File: src/rtl/led_pwm_fade.sv
`default_nettype none
// ============================================================================
// Module   : led_pwm_fade
// Purpose  : Per-channel fade-up/fade-down brightness with a shared PWM
//            counter, giving running LEDs a comet-tail effect.
// Revision : 1.0
// ============================================================================
module led_pwm_fade #(
  parameter int CH        = 3,
  parameter int PWM_BITS  = 8,
  parameter int STEP_DIV  = 50_000,
  parameter int FADE_STEP = 8
) (
  input  logic                   CLK,
  input  logic                   RST,
  input  logic                   EN,
  input  logic [CH-1:0]          LED_IN,
  output logic [CH-1:0]          LED_PWM,
  output logic [CH*PWM_BITS-1:0] LEVEL_OUT,
  output logic                   BUSY
);

  localparam int                  c_pre_w    = (STEP_DIV > 1) ? $clog2(STEP_DIV) : 1;
  localparam logic [c_pre_w-1:0]  c_pre_last = c_pre_w'(STEP_DIV - 1);
  localparam logic [PWM_BITS-1:0] c_max      = '1;
  localparam logic [PWM_BITS:0]   c_max_ext  = {1'b0, c_max};
  localparam logic [PWM_BITS:0]   c_step     = (PWM_BITS + 1)'(FADE_STEP);

  logic [CH-1:0]                led_q;
  logic [c_pre_w-1:0]           pre_q, pre_d;
  logic [PWM_BITS-1:0]          pwm_q, pwm_d;
  logic [CH-1:0][PWM_BITS-1:0]  level_q, level_d;
  logic [CH-1:0][PWM_BITS-1:0]  act_q, act_d;
  logic [CH-1:0]                out_q, out_d;

  logic                         w_tick;
  logic                         w_wrap;
  logic [CH-1:0][PWM_BITS-1:0]  w_target;
  logic [CH-1:0]                w_diff;

  always_comb begin
    logic [PWM_BITS:0] up;
    up     = '0;
    w_tick = (pre_q == c_pre_last);
    w_wrap = (pwm_q == c_max);
    pre_d  = w_tick ? '0 : pre_q + 1'b1;
    pwm_d  = pwm_q + 1'b1;
    for (int i = 0; i < CH; i++) begin
      w_target[i] = led_q[i] ? c_max : '0;
      w_diff[i]   = (level_q[i] != w_target[i]);
      level_d[i]  = level_q[i];
      // Arithmetic is done one bit wider so saturation at MAX cannot wrap.
      up = {1'b0, level_q[i]} + c_step;
      if (w_tick) begin
        if (level_q[i] < w_target[i]) begin
          level_d[i] = (up > c_max_ext) ? c_max : up[PWM_BITS-1:0];
        end else if (level_q[i] > w_target[i]) begin
          level_d[i] = ({1'b0, level_q[i]} >= c_step) ?
                       (level_q[i] - c_step[PWM_BITS-1:0]) : '0;
        end
      end
      act_d[i] = w_wrap ? level_q[i] : act_q[i];
      out_d[i] = (act_q[i] == c_max) || (act_q[i] > pwm_q);
    end
  end

  always_ff @(posedge CLK or posedge RST) begin
    if (RST) begin
      led_q   <= '0;
      pre_q   <= '0;
      pwm_q   <= '0;
      level_q <= '0;
      act_q   <= '0;
      out_q   <= '0;
    end else begin
      led_q <= LED_IN;
      if (!EN) begin
        pre_q   <= '0;
        pwm_q   <= '0;
        level_q <= '0;
        act_q   <= '0;
        out_q   <= '0;
      end else begin
        pre_q   <= pre_d;
        pwm_q   <= pwm_d;
        level_q <= level_d;
        act_q   <= act_d;
        out_q   <= out_d;
      end
    end
  end

  assign LED_PWM   = out_q;
  assign LEVEL_OUT = level_q;
  assign BUSY      = EN & (|w_diff);

endmodule
`default_nettype wire

File: config.mk
export PLATFORM = sky130hd
export DESIGN_NAME = led_pwm_fade
export DESIGN_NICKNAME = d
export VERILOG_FILES = /design/src/rtl/led_pwm_fade.sv
export SDC_FILE = /design/constraint.sdc
export NUM_CORES = 1
export LEC_CHECK = 0
export BUFFER_PORTS_ARGS = -buffer_cell sky130_fd_sc_hd__buf_2
export CORE_ASPECT_RATIO = 0.8
export CORE_UTILIZATION = 55
export CTS_CLUSTER_DIAMETER = 60
export DETAILED_ROUTE_END_ITERATION = 12
export PLACE_DENSITY_LB_ADDON = 0.15
export REMOVE_ABC_BUFFERS = 1
export SLEW_MARGIN = 0
export SYNTH_ARGS = -nofsm -noshare
export SYNTH_HDL_FRONTEND = slang
export SYNTH_SLANG_ARGS = --single-unit
File: constraint.sdc
create_clock -name CLK -period 2.2 [get_ports CLK]
set_input_delay 0.11 -clock CLK [delete_from_list [all_inputs] [get_ports CLK]]
set_output_delay 0.11 -clock CLK [all_outputs]
set_load 0.1 [all_outputs]
# --- Word-level counts from Yosys, hierarchy flattened ---
# Index checks and enable logic that the tools add are counted.
totals:
  output_inout_bits: 28
  regBits: 78
classes:
  add_sub_neg: 8
  bitwise_logic: 1
  n_eq_ne: 13
  n_lt_le_gt_ge: 15
  mux: 27
  reduce_logical: 7
ops:
  columns: ["operator", "count"]
  rows:
  - ["two-way mux 8 bit", 22]
  - ["> comparator 8 bit", 6]
  - ["two-way mux 24 bit", 2]
  - ["== test 8 bit (second input constant)", 4]
  - ["two-way mux 16 bit", 2]
  - ["adder 8 x 4 -> 9 bit (second input constant)", 3]
  - ["> comparator 9 x 8 -> 1 bit (second input constant)", 3]
  - ["greater-or-equal comparator 8 x 4 -> 1 bit (second input constant)", 3]
  - ["< comparator 8 bit", 3]
  - ["inequality test 8 bit", 3]
  - ["subtractor 8 x 4 -> 8 bit (second input constant)", 3]
  - ["adder 16 x 1 -> 16 bit (second input constant)", 1]
  - ["== test 16 bit (second input constant)", 1]
  - ["inequality test 3 x 1 -> 1 bit (second input constant)", 3]
  - ["adder 8 x 1 -> 8 bit (second input constant)", 1]
  - ["AND reduction 2 bit", 3]
  - ["inequality test 2 x 1 -> 1 bit (second input constant)", 2]
  - ["logical OR 1 bit", 3]
  - ["two-way mux 3 bit", 1]
  - ["OR reduction 3 bit", 1]
  - ["bitwise AND 1 bit", 1]

# --- Depth between registers and ports, before layout ---
depth:
  depth_word: 6
  ltp_mapped: 8

# --- Worst setup path after synthesis ---
# Ideal clock, no wire load.
synth_timing:
  path_type: "register to output"
  from: "register level_q (netlist bit LEVEL_OUT[13])"
  to: "output BUSY"
  slack_ps: -1190
  arrival_ps: 3280
  required_time_ps: 2090
  path_stages_with_launch: 5
  path_cell_list: "dfrtp_1 ha_1 nand4_1 nor2_1 a31oi_1"
synth_via:
  elab_chain_len: 3
synth_rtl:
  columns: ["element", "line_no", "text"]
  rows:
  - ["start: declaration", "32", "logic [CH-1:0][PWM_BITS-1:0] level_q, level_d;"]
  - ["start signal: assignment", "86", "level_q <= level_d;"]
  - ["inequality test 8 bit", "50", "w_diff[i] = (level_q[i] != w_target[i]);"]
  - ["OR reduction 3 bit", "95", "assign BUSY = EN & (|w_diff);"]
  - ["bitwise AND 1 bit", "95", null]
  - ["end: declaration", "20", "output logic BUSY"]
# Every way passes these cells.

# --- Final worst setup path ---
layout_timing:
  from: "register level_q (netlist bit LEVEL_OUT[19])"
  to: "register level_q (netlist bit LEVEL_OUT[22])"
layout_via:
  elab_chain_len: 6
layout_rtl:
  columns: ["element", "line_no", "text"]
  rows:
  - ["adder 8 x 4 -> 9 bit, or another cell as far along", "53", "up = {1'b0, level_q[i]} + c_step;"]
  - ["> comparator 9 x 8 -> 1 bit or two-way mux 8 bit (tied branches)", "56, 58", null]
  - ["two-way mux 8 bit, on equally long branches", "56, 57", null]
  - ["two-way mux 8 bit", "55", "if (level_q[i] < w_target[i]) begin"]
  - ["two-way mux 8 bit", "54", "if (w_tick) begin"]
  - ["two-way mux 24 bit", "77", "if (!EN) begin"]
# Several ways; a longest one is shown, not always the timed one. The select of a mux whose other input is x is not followed.
# A chain may end at the register's enable or synchronous reset.

==> reports/metrics.csv <==
metric,value,unit
Detailed Routing Iterations Pass 1,5,
Sink Count,66,
RSZ-0062 raised after global routing,yes,
post-DR wirelength/cell,16.4,um
sequential area share after synthesis,0.346,
pre-CTS WS,0.00865,ns
"CTS clk-pin slew, worst paths",0.07,ns
max-slew violations,0,
Port Buf Inserts,33,
share of flip-flops with an asynchronous set or reset,1.00,
Clock Latency Late Sink,0.35,ns
Worst Setup Path Type,reg2reg,
chip height,85.3,um
post-synth top area share,0.346,
Synth Register Bits,66,
gpl congestion,0.901,
Initial Util,0.565,
status,"finished, final reports clean",
num rows,30,
die area,9060,um2
Synth area leader,dfrtp_1,
via count,4195,
Post-route DRC,0,
CTS H-tree lvls,3,
"Hold Vio Cnt, Final",0,
area occupied by multi-input gates,2900,um2
PnR worst setup slack,0.0552,ns
most common cell in the netlist,dfrtp_1,
topmost layer with routed signal wires,met4,
Bufs on Longest Clock Path,2,
Antenna Nets Post-Route,0,
setup TNS,0,ns
met2 WL,5.24,mm
number of global-route vias before repair,4109,
Yosys cell types,60,
first-pass GRT wire length,19.5,mm
clock skew,0.0128,ns
final WL,11.5,mm
1st-iter DRT viols,248,
IO Pins,34,
P_leak,2.61,nW
Final Cell Area,5530,um2
placed cell area,5250,um2
Post-synth EDFFs,0,
share of the clock period used by the worst path after layout,0.975,
Mapped Area,4780,um2
GRT Util Overall,0.270,
CP endpoint kind,flop,
WP data arrival,2.38,ns
Commonest cells post-synth,"dfrtp_1 (66), nor2_1 (63), ha_1 (56)",
Num CTS Buffers,9,
Root Buffer,clkbuf_8,
TritonCTS clock tree,built,
Fmax,466,MHz
Max Cap Viol,0,
Slew @ Worst Pin,0.500,ns
Setup Viol. Count Final,0,
HPWL after DPL,8.34,mm
fill count,709,
largest net degree at the start of global routing,52,
yosys warns,0,
initial antenna violation count,0,
startpoint type of the worst setup path,flop,
Worst EP required,2.43,ns
Peak VDD IR,0.514,mV
hold_ws,0.286,ns
dominant synthesized flop cell,dfrtp_1,
nets@finish,647,
metal1 wirelength,5.54,mm
Overflow after GRT,0,
Max-slew headroom,0.663,
pwr dens,581,nW/um2
Hold Crit Class,in2async,
synth top area cells,"dfrtp_1 (35%), ha_1 (15%), nor2_1 (5.0%), mux2i_1 (4.2%), nand3_1 (3.0%)",
area of the core,8450,um2
WL met3,538,um
crit-path max FO,9,
Post-Syn Instances,526,
FF+latch area,1650,um2
syn_area_per_cell,9.08,um2
Syn-to-layout area delta,15.8,%
Ant. Diodes,0,
via/cell ratio,5.98,
layout cells sized above 1,0.180,
min Tclk post-route,2.14,ns
Die W,106,um
-- worst max-delay path: stages (launching register included) --
cell and delay (ns):
dfrtp_2 0.47, ha_1 0.35, a21oi_1 0.22, a21oi_2 0.12, or2_1 0.31, o311a_1 0.37, o22a_1 0.19
-- where the power goes --
part	leakage, nW	switching, mW	total (mW)	internal, mW
Sequential	0.901	0.0451	1.30	1.25
Clock	0.0962	0.463	1.01	0.546
Combinational	1.61	0.630	0.906	0.276
Total	2.61	1.14	3.21	2.08
-- sequential cells by signal (all words and copies together) (netlist names) --
register,cells
LEVEL_OUT,18
LED_PWM,3
act_q,18
pwm_q,8
led_q,3
pre_q,16
-- metal layers --
metal,track usage,up-vias
li1,-,2037
met1,0.377,2021
met2,0.434,117
met3,0.0461,20
met4,0.0745,0
met5,0,-
-- metrics by stage --
stage / util / instances / power, mW
2_1_floorplan: - / 498 / 1.96
3_3_place_gp: 0.622 / 681 / 2.18
3_5_place_dp: 0.622 / 681 / 2.19
4_1_cts: 0.649 / 700 / 3.22
5_1_grt: 0.655 / 701 / 3.37
6_report: 0.655 / 701 / 3.21
-- layout by cell type (no fill, tap or decap), drive strengths merged, types with 16 or more instances in the layout --
master and n:
nor2 63, ha 56, buf 72, nand3 29
a21oi 27, nand2 19, inv 34, o21ai 28
dfrtp 66, mux2i 20, xnor2 16
-- logic make-up after synthesis --
group | count (synthesis) | synth area share
AOI/OAI and AO/OA | 122 | 0.172
xor gates and xnor gates | 25 | 0.0458
adders and majority gates | 56 | 0.147
buffers and inverters | 63 | 0.0582
DFF | 66 | 0.346
muxes | 20 | 0.0419
and+or+nand+nor | 174 | 0.190
-- repair_timing --
item                                    4_1_cts  5_1_grt
endpoints found under the setup margin        3       18
pin swaps                                     0        1
endpoints found under the hold margin        18        0
setup buffers                                 0        1
hold buffers                                  4        0
gates resized for setup                       1       17
-- worst paths after layout --
kind,cells past startpoint,slack [ns],endpoint,startpoint
setup / recovery,6,0.06,LEVEL_OUT[22],LEVEL_OUT[19]
hold / removal,3,0.29,pre_q[10],RST
setup reg to reg,6,0.06,LEVEL_OUT[22],LEVEL_OUT[19]
hold reg to reg,1,0.48,pre_q[0],pre_q[0]
max in group asynchronous,4,1.32,LEVEL_OUT[19],RST
min in group CLK,4,0.30,LEVEL_OUT[19],EN
-- cell type report --
cell class,instances,area share
clock buffers,12,0.0262
multi-input cells,397,0.524
well taps,112,0.0253
inverters,35,0.0238
clock inverters,3,0.00724
flip-flops and latches,66,0.299
repair buffers,76,0.0950
Note: power is estimated with default switching activity, not from simulation.
